===== src/rtl/ex_flags_stage.sv =====
// EX/MEM boundary stage: registers the ALU result, holds the NZCV flag register and resolves
// B.cond/CBZ/CBNZ. Define ARM_COND_FULL_EN to evaluate all sixteen ARM condition codes.
module ex_flags_stage #(
   parameter int unsigned DATA_W = 64,
   parameter int unsigned REG_W  = 5
) (
   input  logic              clk,
   input  logic              reset,
   input  logic              ex_valid,
   input  logic              stall,
   input  logic              flush,
   input  logic [DATA_W-1:0] alu_out,
   input  logic              alu_zero,
   input  logic              alu_negative,
   input  logic              alu_carry,
   input  logic              alu_overflow,
   input  logic              set_flags,
   input  logic              is_bcond,
   input  logic              is_cbz,
   input  logic              is_cbnz,
   input  logic [3:0]        cond,
   input  logic [REG_W-1:0]  rd,
   input  logic              reg_write,
   output logic              mem_valid,
   output logic [DATA_W-1:0] mem_result,
   output logic [REG_W-1:0]  mem_rd,
   output logic              mem_reg_write,
   output logic              mem_branch_taken,
   output logic              flag_n,
   output logic              flag_z,
   output logic              flag_c,
   output logic              flag_v
);

   logic cond_pass_c;
   logic taken_c;
   logic accept_c;

   // Condition evaluation always uses the committed flags, so a flag setter
   // and a B.cond in the same instruction sees the old NZCV.
   always_comb begin
      cond_pass_c = 1'b0;
      case (cond)
         4'b0000: cond_pass_c = flag_z;
         4'b0001: cond_pass_c = ~flag_z;
         4'b1010: cond_pass_c = (flag_n == flag_v);
         4'b1011: cond_pass_c = (flag_n != flag_v);
         4'b1110: cond_pass_c = 1'b1;
         4'b1111: cond_pass_c = 1'b1;
`ifdef ARM_COND_FULL_EN
         4'b0010: cond_pass_c = flag_c;
         4'b0011: cond_pass_c = ~flag_c;
         4'b0100: cond_pass_c = flag_n;
         4'b0101: cond_pass_c = ~flag_n;
         4'b0110: cond_pass_c = flag_v;
         4'b0111: cond_pass_c = ~flag_v;
         4'b1000: cond_pass_c = flag_c & ~flag_z;
         4'b1001: cond_pass_c = ~flag_c | flag_z;
         4'b1100: cond_pass_c = ~flag_z & (flag_n == flag_v);
         4'b1101: cond_pass_c = flag_z | (flag_n != flag_v);
`endif
         default: cond_pass_c = 1'b0;
      endcase
   end

   // CBZ/CBNZ run the ALU in pass-B mode, so alu_zero is the tested register's zero test.
   always_comb begin
      taken_c  = (is_bcond & cond_pass_c) | (is_cbz & alu_zero) | (is_cbnz & ~alu_zero);
      accept_c = ~flush & ~stall;
   end

   // Pipeline slot: flush squashes, stall holds everything.
   always_ff @(posedge clk or posedge reset) begin
      if (reset) begin
         mem_valid        <= 1'b0;
         mem_result       <= '0;
         mem_rd           <= '0;
         mem_reg_write    <= 1'b0;
         mem_branch_taken <= 1'b0;
      end else if (flush) begin
         mem_valid        <= 1'b0;
         mem_reg_write    <= 1'b0;
         mem_branch_taken <= 1'b0;
      end else if (!stall) begin
         mem_valid        <= ex_valid;
         mem_result       <= alu_out;
         mem_rd           <= rd;
         mem_reg_write    <= ex_valid & reg_write;
         mem_branch_taken <= ex_valid & taken_c;
      end
   end

   // Architectural NZCV, written only by accepted flag-setting instructions.
   always_ff @(posedge clk or posedge reset) begin
      if (reset) begin
         flag_n <= 1'b0;
         flag_z <= 1'b0;
         flag_c <= 1'b0;
         flag_v <= 1'b0;
      end else if (accept_c && ex_valid && set_flags) begin
         flag_n <= alu_negative;
         flag_z <= alu_zero;
         flag_c <= alu_carry;
         flag_v <= alu_overflow;
      end
   end

endmodule


===== config.mk =====
export PLATFORM = sky130hd
export DESIGN_NAME = ex_flags_stage
export DESIGN_NICKNAME = d
export VERILOG_FILES = /design/src/rtl/ex_flags_stage.sv
export SDC_FILE = /design/constraint.sdc
export NUM_CORES = 1
export LEC_CHECK = 0
export BUFFER_PORTS_ARGS = -buffer_cell sky130_fd_sc_hd__buf_2
export CAP_MARGIN = 20
export CORE_MARGIN = 3
export CORE_UTILIZATION = 44
export DETAILED_ROUTE_END_ITERATION = 7
export HOLD_SLACK_MARGIN = 0.15
export PLACE_DENSITY = 0.8
export SYNTH_ARGS = -nofsm -noshare
export SYNTH_HDL_FRONTEND = slang
export SYNTH_SLANG_ARGS = --single-unit

===== constraint.sdc =====
create_clock -name clk -period 2.5 [get_ports clk]
set_input_delay 0.25 -clock clk [delete_from_list [all_inputs] [get_ports clk]]
set_output_delay 0.25 -clock clk [all_outputs]
set_load 0.01 [all_outputs]

==> key figures, run 1 <==
Floorplanning
  – I/O pin count: between 150 and 200
  – Die Y: 87.5 µm
  – Site Rows: 29
  – Die area: around 7700 µm²
  – Die W: around 87 µm
  – Core box area: 6390 µm²
  – Starting density of the core: 0.457

Logic synthesis
  – Net count after synthesis: 263
  – Netlist cell types: 19
  – Post-synthesis sequential area ratio: 0.651
  – Syn Area/Cell: 16.6 µm²
  – Seq cells post-synth: 76
  – Mapped Area: 2920 µm²
  – Synth Warn #: 0
  – Syn Inst Count: about 180

Pwr
  – Seq pwr share: 0.496
  – Comb pwr share: 0.227
  – Internal power: 2240 µW
  – Sw Share: 0.262
  – Net Sw Power: 795 µW
  – PwrDens: slightly below 700 nW/µm²
  – Maximum vdd drop: 0.482 mV
  – Leakage power: 0.00221 µW
  – Clock Power Share: 0.277

Route
  – Wire length on met2: 3.64 mm
  – Met3 WL: about 600 µm
  – Total wire length: about 7 mm
  – Length of routed wiring on met1: roughly 2.6 mm
  – Routed WL per cell: 14.7 µm
  – DR pass1 iterations: 4
  – Residual DRC count: 0
  – Drt via density: 4.75
  – DRT iter0 DRCs: between 50 and 60
  – Detail Route Antenna Nets: 0
  – Highest metal used: met4
  – Vias: 2247

Worst setup path
  – Critical Path Max Stage Delay: 540 ps
  – Worst R2R Path Depth: 3
  – CP Max Fanout: 27
  – R2R Path End: mem_branch_taken
  – Crit start category: primary input
  – WS Path Type: in -> reg
  – FF-to-FF Start: flag_v
  – Critical Path RT: 2710 ps
  – R2R Setup Slk: roughly 1400 ps
  – CP endpoint kind: register
  – Critical Path, Cell by Cell: dlygate4sd3_1 > buf_2 > nor2_4 > buf_4 > and3_1 > mux2_4
  – Worst Path Arrival: 2040 ps
  – Slowest stage cell, crit path: dlygate4sd3_1

Clock network
  – Clk sinks: 76
  – TritonCTS clock tree: yes
  – Root buffer cell: clkbuf_8
  – H-tree depth: 3
  – PostCTS Resize Cnt: 0
  – Clk slew on worst S/H paths: 70 ps
  – Max Buffers Root-to-Sink: 2
  – Inserted Clock Buffers: 9
  – Clk_lat worst skew: 320 ps

Placement
  – Placed cells: 411
  – Port Buf Inserts: 162
  – Detailed Place HPWL: 4.66 mm
  – Gp weighted congestion: between 0.8 and 0.9

Worst hold path
  – Worst hold path stage count: 2
  – Hold endpoint: mem_result[60]
  – Hold Path Origin: alu_out[60]
  – HP Class: in -> reg

Cells and area
  – Antenna fix cells: 0
  – Cell Count, Final, Fillers Out: 473
  – Share of cells above drive strength 1: 0.652
  – Fin nets: 478
  – Most frequent cells in the layout: buf_2, dfrtp_1, mux2_2
  – Most common cell after layout, fill and taps aside: buf_2
  – Area growth syn-to-layout: 52.8%

STA
  – Fmax: 544 MHz
  – Final Hold Viols: 0
  – Min cycle time layout: around 1800 ps
  – Setup TNS: 0 ps
  – Slew headroom: 0.610
  – Unrepaired setup endpoints after global routing: no
  – Slew @ Worst Pin: 585 ps
  – Period utilisation layout: 0.735
  – Layout Skew: just under 0.08 ps
  – Setup Viol. Count Final: 0
  – Slew Limit Fails: 0

Global route
  – Vias in the first global route: approximately 2300
  – Largest net degree at the start of global routing: 46
  – First-pass GRT wire length: 10.5 mm
  – Initial antenna violation count: 0
  – Total gr overflow: 0
  – GRT Util Overall: 0.177

Run
  – Maxcap violations: 0

Run status
  – Outcome: completed
[area by class of cell]
| type | instances | area, µm² |
|---|---|---|
| Fill cell | 454 | 1920 |
| Sequential cell | 76 | 1900 |
| Timing Repair Buffer | 212 | 1300 |
| Multi-Input combinational cell | 90 | 968 |
| Clock buffer | 12 | 165 |
| Tap cell | 77 | 96.3 |
| Clock inverter | 4 | 22.5 |
| Inverter | 2 | 7.51 |
[power groups by stage]
stage	logic [µW]	registers, µW	clock network, µW
floorplan	243	1610	0
finish	687	1510	839
CTS	688	1500	871
detailed placement	637	1530	0
global placement	622	1520	0
global route	747	1530	925
[cells by family (layout without fill, tap and decap cells)]
kind of cell / count (synthesis) / after routing / share of synthesized area
buffers and inverters: 10 / 230 / 0.0171
multiplexers: 74 / 74 / 0.290
AO/OA/AOI/OAI: 6 / 6 / 0.0137
XOR/XNOR: 2 / 2 / 0.0107
flip-flops: 76 / 76 / 0.651
AND/OR/NAND/NOR: 8 / 8 / 0.0167
[worst max path at each step]
| stage | depth (start not counted) | slack, ps | endpoint | start |
|---|---|---|---|---|
| 2_1_floorplan | 1 | 310 | flag_c | reset |
| 3_3_place_gp | 5 | 920 | flag_n | flush |
| 3_5_place_dp | 5 | 880 | flag_c | flush |
| 4_1_cts | 6 | 680 | flag_c | flush |
| 5_1_grt | 6 | 610 | flag_c | flush |
| 6_report | 6 | 660 | flag_c | flush |
[metal layers]
metal,up-vias,global-route usage
met5,-,0
met4,0,0.0795
met3,19,0.0539
met2,100,0.315
met1,1072,0.191
li1,1056,-
[stage by stage]
| stage | hold WS (ps) | util | setup slack, ps | instance area, µm² | power, µW |
|---|---|---|---|---|---|
| after floorplan | 316 | - | 312 | 2920 | 1860 |
| after global placement | 297 | 0.597 | 918 | 3810 | 2140 |
| after detailed placement | 296 | 0.597 | 876 | 3810 | 2160 |
| after CTS | 150 | 0.694 | 679 | 4430 | 3060 |
| after global routing | 152 | 0.699 | 614 | 4460 | 3200 |
| final | 163 | 0.699 | 663 | 4460 | 3030 |
[critical path, delay by kind of cell]
family / cells / cell delay [ps]
AND/OR/NAND/NOR: 2 / 450
buffers and inverters: 3 / 1000
multiplexers: 1 / 330
[cells in the mapped netlist (all sizes together)]
library cell / instances / area share
nor2: 4 / 0.0077
xnor3: 1 / 0.0077
mux2: 74 / 0.29
xor2: 1 / 0.0030
nor2b: 1 / 0.0021
inv: 2 / 0.0026
o2111ai: 1 / 0.0030
and3: 1 / 0.0021
buf: 8 / 0.015
a21oi: 2 / 0.0034
a31oi: 1 / 0.0021
dfrtp: 76 / 0.65
a22oi: 1 / 0.0026
and3b: 1 / 0.0030
nor3: 1 / 0.0017
o31ai: 1 / 0.0026
[state kept, by name, indices dropped and copies added, names as in the netlist]
| register | cells |
|---|---|
| mem_branch_taken | 1 |
| mem_valid | 1 |
| flag_c | 1 |
| flag_z | 1 |
| mem_rd | 5 |
| mem_reg_write | 1 |
| flag_v | 1 |
| mem_result | 64 |
| flag_n | 1 |
[repair_timing]
item                                   in CTS  in global routing
hold buffers                               43                  3
endpoints found under the hold margin      64                  3
setup buffers                               0                  0
No activity file was read; power rests on OpenSTA's default activity.
==> run 2: changes to the inputs <==
- ABC_AREA: default -> 1
- CORE_UTILIZATION: 44 -> 40
- PLACE_DENSITY: 0.8 -> 0.76
- clock period: 2.5 -> 1.6 ns (I/O delays scaled with it)
==> key figures, run 2 <==
Route
  – Drt via density: 4.51 (-5.0%)
  – Total wire length: 9.27 mm (+33%)
  – Detail Route Antenna Nets: 0 (unchanged)
  – Vias: 3097 (+38%)
  – Routed WL per cell: 13.5 µm (-8.3%)
  – DRT iter0 DRCs: 165 (+190%)
  – DR pass1 iterations: 5 (+1)
  – Residual DRC count: 0 (unchanged)

Global route
  – Vias in the first global route: 3200 (+38%)
  – GRT Util Overall: 0.225 (+0.0481)
  – Initial antenna violation count: 0 (unchanged)
  – First-pass GRT wire length: 15.0 mm (+43%)
  – Total gr overflow: 0 (unchanged)
  – Largest net degree at the start of global routing: 52 (+13%)

STA
  – Slew headroom: 0.665 (+0.0551)
  – Unrepaired setup endpoints after global routing: no
  – Layout Skew: 4.18 ps (+4.10 ps)
  – Final Hold Viols: 0 (unchanged)
  – Fmax: 648 MHz
  – Period utilisation layout: 0.965
  – Setup Viol. Count Final: 0 (unchanged)
  – Min cycle time layout: 1540 ps
  – Slew Limit Fails: 0 (unchanged)
  – Setup TNS: 0 ps (unchanged)
  – Slew @ Worst Pin: 502 ps (-82.6 ps)

Worst setup path
  – FF-to-FF Start: flag_z
  – CP Max Fanout: 4 (-85%)
  – Crit start category: primary input
  – R2R Setup Slk: 380 ps (-980 ps)
  – Critical Path, Cell by Cell: dlygate4sd3_1 > buf_2 > nor2_4 > nand2_2 > inv_2 > nand3_1 > dlygate4sd3_1 > nand2_1
  – Worst Path Arrival: 1820 ps (-220 ps)
  – Critical Path RT: 1880 ps (-830 ps)
  – WS Path Type: in -> reg
  – Crit path top cell by count: dlygate4sd3_1
  – Critical Path Start: flush
  – Slowest stage cell, crit path: dlygate4sd3_1
  – CP endpoint kind: register
  – Critical Path Max Stage Delay: 570 ps (+30 ps)

Logic synthesis
  – Synth Area in Adders: 0 (unchanged)
  – Synth top area share: 0.645 (-0.00608)
  – Post-synthesis compound-gate area fraction: 0.00891 (-0.00480)
  – Simple-gate area share of the yosys netlist: 0.308 (+0.291)
  – Mux share of post-synthesis cell area: 0.00849 (-0.282)
  – Largest family of logic cells by synthesized area: simple AND/OR/NAND/NOR gates
  – Async SR Flop Fraction: 1.00 (unchanged)
  – Synth Warn #: 0 (unchanged)
  – Syn Inst Count: 340 (+93%)
  – Most used DFF post-synth: dfrtp_1
  – Number of synthesized flops with an enable pin: 0 (unchanged)
  – Cell taking the most area after synthesis: dfrtp_1
  – Mapped Area: 2950 µm² (+0.94%)
  – Most common cell in the netlist: nand2_1
  – Net count after synthesis: 427 (+62%)
  – XOR/XNOR share of the synthesized area: 0 (-0.0107)
  – Area contributors post-synth: dfrtp_1, nand2_1, clkbuf_1, inv_1, buf_2
  – Syn Area/Cell: 8.67 µm² (-48%)
  – Post-synthesis sequential area ratio: 0.645 (-0.00608)
  – Post-synth top cells: nand2_1, dfrtp_1, clkbuf_1
  – Seq cells post-synth: 76 (unchanged)
  – Netlist cell types: 17 (-2)

Cells and area
  – Area growth syn-to-layout: 66.9%
  – Most common cell after layout, fill and taps aside: nand2_1
  – Antenna fix cells: 0 (unchanged)
  – Reg with most FFs: mem_result
  – Regs by FF count: mem_result (64), mem_rd (5)
  – Share of cells above drive strength 1: 0.324 (-0.328)
  – Post-layout util: 0.705 (+0.00597)
  – # fillers: 492 (+8.4%)
  – Most frequent cells in the layout: nand2_1, buf_2, dlygate4sd3_1
  – Fin nets: 673 (+41%)
  – Max FFs per register: 64 (unchanged)

Floorplanning
  – Die area: 8440 µm² (+10%)
  – Site Rows: 30 (+3.4%)
  – Die W: 91.8 µm (+5.0%)
  – Starting density of the core: 0.422 (-0.0351)
  – Core box area: 6980 µm² (+9.3%)
  – I/O pin count: 163 (unchanged)
  – Die Y: 91.8 µm (+5.0%)

Placement
  – Detailed Place HPWL: 5.42 mm (+16%)
  – Port Buf Inserts: 162 (unchanged)
  – Gp weighted congestion: 0.776 (-3.9%)

Worst hold path
  – HP Class: in -> reg
  – Hold Path Origin: is_cbnz

Clock network
  – Root buffer cell: clkbuf_8
  – Max Buffers Root-to-Sink: 2 (unchanged)
  – Inserted Clock Buffers: 9 (unchanged)
  – H-tree depth: 3 (unchanged)
  – Clk slew on worst S/H paths: 70 ps (about the same)
  – TritonCTS clock tree: yes
  – Clk_lat worst skew: 330 ps (about the same)
  – Clk sinks: 76 (unchanged)

Pwr
  – Maximum vdd drop: 0.522 mV (+8.2%)
  – PwrDens: 998 nW/µm² (+47%)
  – Leakage power: 0.00282 µW (+28%)

Run
  – Maxcap violations: 0 (unchanged)

Run status
  – Outcome: completed
==> run 2: cell types whose count changed in the layout (fill, tap and decap cells not counted), moves of 3 or more <==
cell,delta
mux2_2,-70
nand2_1,+223
mux2_4,-3
nand3_1,+4
dlygate4sd3_1,+34
inv_1,+4
==> run 2: routing by layer <==
| metal | wire, µm | GRT usage |
|---|---|---|
| met5 | 0 | 0 |
| met1 | 3610 | 0.258 |
| met4 | 313 | 0.118 |
| met3 | 686 | 0.0541 |
| met2 | 4660 | 0.388 |
==> run 2: power breakdown <==
part / switching, µW / internal, µW / total (µW)
clock: 652 / 913 / 1570
sequential: 137 / 2160 / 2300
combinational: 546 / 502 / 1050
total: 1340 / 3580 / 4910
==> run 2: layout make-up <==
cell class                 instances  area [µm²]  area share
clock buffer                      11         141      0.0287
clock inverter                     4        73.8      0.0150
inverter                           8        33.8     0.00686
multi-input combinational        242         961       0.195
sequential                        76        1900       0.386
tap                               96         120      0.0244
timing repair buffer             249        1690       0.343
==> run 2: final timing paths <==
check / cells past startpoint / to
setup / recovery: 8 / flag_z
hold reg to reg: 2 / mem_result[32]
hold / removal: 5 / mem_branch_taken
max in group asynchronous: 4 / mem_result[35]
min in group asynchronous: 3 / mem_result[29]
setup reg to reg: 7 / mem_branch_taken
==> run 2: kinds of logic after synthesis <==
group                  Yosys count
AOI/OAI and AO/OA                4
muxes                            2
buffers and inverters           22
and+or+nand+nor                236
DFF                             76
==> run 2: repair_timing <==
item                                    in CTS  in global routing
endpoints found under the setup margin       0                  1
hold buffers                                80                  0
resized for setup                            0                  1
setup buffers                                0                  1
hold endpoints to repair                   152                  0
==> run 2: critical path, delay by kind of cell <==
family	cells	cell delay [ps]
buffers and inverters	4	1340
AND/OR/NAND/NOR	4	310
==> run 2: metrics by stage <==
step                      worst slack [ps]  hold WS [ps]  cells  cell area [µm²]  total power (µW)
after floorplan                        490           277    340             2950              2750
after detailed placement               415          61.9    590             3890              3210
after global placement                 461          63.9    590             3890              3180
after CTS                             58.7           160    685             4910              4940
final                                 55.6           184    686             4920              4910
after global routing                  15.4           203    686             4920              5180
==> run 3: changes to the inputs <==
==> constraint.sdc (replaced) <==
create_clock -name clk -period 1.6 [get_ports clk]
set_input_delay 0.32 -clock clk [delete_from_list [all_inputs] [get_ports clk]]
set_output_delay 0.32 -clock clk [all_outputs]
set_load 0.01 [all_outputs]
==> key figures, run 3 (synthesis results as in run 2) <==
Run status
  – Outcome: completed

Floorplanning
  – Starting density of the core: 0.422 (unchanged)
  – Die Y: 91.8 µm (unchanged)
  – Die W: 91.8 µm (unchanged)
  – I/O pin count: 163 (unchanged)
  – Die area: 8440 µm² (unchanged)
  – Core box area: 6980 µm² (unchanged)
  – Site Rows: 30 (unchanged)

Worst setup path
  – Worst Path Arrival: 900 ps (-920 ps)
  – Crit path buf inv count: 1 (-3)
  – Critical Path, Cell by Cell: buf_2
  – Critical Path Start: flag_v
  – Critical Path RT: 1280 ps (-600 ps)
  – CP Max Fanout: 4 (unchanged)
  – Worst R2R Path Depth: 7 (unchanged)
  – CP endpoint: flag_v
  – R2R Setup Slk: 450 ps (+70 ps)
  – FF-to-FF Start: flag_z
  – WS Path Type: reg -> out
  – Crit start category: register
  – Critical path depth in cells: 1 (-7)
  – CP delay by family, top: flip-flops
  – Critical Path Max Stage Delay: 410 ps (-160 ps)
  – Slowest stage cell, crit path: dfrtp_1
  – CP endpoint kind: output pin
  – R2R Path End: mem_branch_taken

Route
  – Length of routed wiring on met1: 3.11 mm (-14%)
  – Met3 WL: 553 µm (-19%)
  – DRT iter0 DRCs: 79 (-52%)
  – Drt via density: 4.41 (-2.3%)
  – Residual DRC count: 0 (unchanged)
  – Detail Route Antenna Nets: 0 (unchanged)
  – DR pass1 iterations: 4 (-1)
  – Wire length on met2: 3.69 mm (-21%)
  – Highest metal used: met4
  – Routed WL per cell: 12.3 µm (-9.1%)
  – Vias: 2678 (-14%)
  – Total wire length: 7.45 mm (-20%)

Global route
  – GRT Util Overall: 0.184 (-0.0405)
  – Largest net degree at the start of global routing: 52 (unchanged)
  – Initial antenna violation count: 0 (unchanged)
  – Vias in the first global route: 2779 (-13%)
  – First-pass GRT wire length: 12.7 mm (-16%)
  – Total gr overflow: 0 (unchanged)

Cells and area
  – Regs by FF count: mem_result (64), mem_rd (5)
  – Most common cell after layout, fill and taps aside: nand2_1
  – Area growth syn-to-layout: 39.8%
  – Reg with most FFs: mem_result
  – Post-layout util: 0.590 (-0.115)
  – Antenna fix cells: 0 (unchanged)
  – Share of cells above drive strength 1: 0.372 (+0.0481)
  – Max FFs per register: 64 (unchanged)
  – # fillers: 650 (+32%)
  – Most frequent cells in the layout: nand2_1, buf_2, dfrtp_1
  – Fin nets: 593 (-12%)

Clock network
  – TritonCTS clock tree: yes
  – H-tree depth: 3 (unchanged)
  – PostCTS Resize Cnt: 0 (unchanged)
  – Post-CTS setup buffers: 0 (unchanged)
  – Clk_lat worst skew: 330 ps (about the same)
  – Root buffer cell: clkbuf_8
  – Inserted Clock Buffers: 9 (unchanged)
  – Clk slew on worst S/H paths: 80 ps (about the same)
  – Clk sinks: 76 (unchanged)
  – Max Buffers Root-to-Sink: 2 (unchanged)

STA
  – Layout Skew: 5.81 ps (+1.63 ps)
  – Setup Viol. Count Final: 0 (unchanged)
  – Unrepaired setup endpoints after global routing: no
  – Min cycle time layout: 1220 ps (-328 ps)
  – Slew @ Worst Pin: 479 ps (-22.8 ps)
  – Slew headroom: 0.680 (+0.0152)
  – Slew Limit Fails: 0 (unchanged)
  – WHS: 181 ps (-3.63 ps)
  – Final Hold Viols: 0 (unchanged)
  – Period utilisation layout: 0.761 (-0.205)
  – Setup TNS: 0 ps (unchanged)
  – Fmax: 822 MHz (+27%)

Placement
  – Gp weighted congestion: 0.768 (-1.1%)
  – Port Buf Inserts: 162 (unchanged)
  – Detailed Place HPWL: 5.56 mm (+2.7%)

Pwr
  – Leakage power: 0.00248 µW (-12%)
  – Power Total: 4730 µW (-3.7%)
  – PwrDens: 1150 nW/µm² (+15%)
  – Maximum vdd drop: 0.608 mV (+17%)

Worst hold path
  – Hold Path Origin: alu_out[11]
  – HP Class: in -> reg

Run
  – Maxcap violations: 0 (unchanged)
-- run 3: cell count changes in the layout (fill, tap and decap cells not counted), sizes merged --
| cell | previous run | this run |
|---|---|---|
| dlygate4sd3 | 80 | 1 |
| clkbuf | 11 | 10 |
| clkinvlp | 1 | 3 |
| buf | 169 | 168 |
-- run 3: worst min-delay path by stage --
stage	to	slack [ps]	cells after the start
after floorplan	mem_rd[0]	440	2
final	mem_result[11]	180	3
after CTS	mem_result[11]	160	3
after global routing	mem_result[44]	170	3
after global placement	mem_reg_write	260	2
after detailed placement	mem_reg_write	260	2
-- run 3: through the flow --
stage,cells,cell area [µm²],worst slack (ps)
2_1_floorplan,340,2950,426
4_1_cts,607,4120,366
3_3_place_gp,590,3890,301
3_5_place_dp,590,3890,279
6_report,607,4120,383
5_1_grt,607,4120,310
-- run 3: what timing repair did --
action | 4_1_cts | 5_1_grt
hold buffers | 1 | 0
endpoints found under the hold margin | 35 | 0
endpoints found under the setup margin | 0 | 0
-- run 3: layer usage --
layer | vias to the layer above | GRT usage
met4 | 0 | 0.0668
met5 | - | 0
li1 | 1354 | -
met2 | 103 | 0.322
met1 | 1210 | 0.224
met3 | 11 | 0.0394
-- run 3: final cells by class --
cell class / instances / area (µm²) / area share
clock buffers: 10 / 128 / 0.0310
clock inverters: 6 / 88.8 / 0.0216
inverters: 8 / 33.8 / 0.00820
multi-input cells: 242 / 958 / 0.233
flip-flops and latches: 76 / 1900 / 0.461
well taps: 96 / 120 / 0.0291
repair buffers: 169 / 891 / 0.216
-- run 3: where the power goes --
| group | internal [µW] | switching (µW) | total [µW] |
|---|---|---|---|
| sequential | 2160 | 135 | 2300 |
| clock | 879 | 689 | 1570 |
| combinational | 375 | 492 | 867 |
| total | 3410 | 1320 | 4730 |
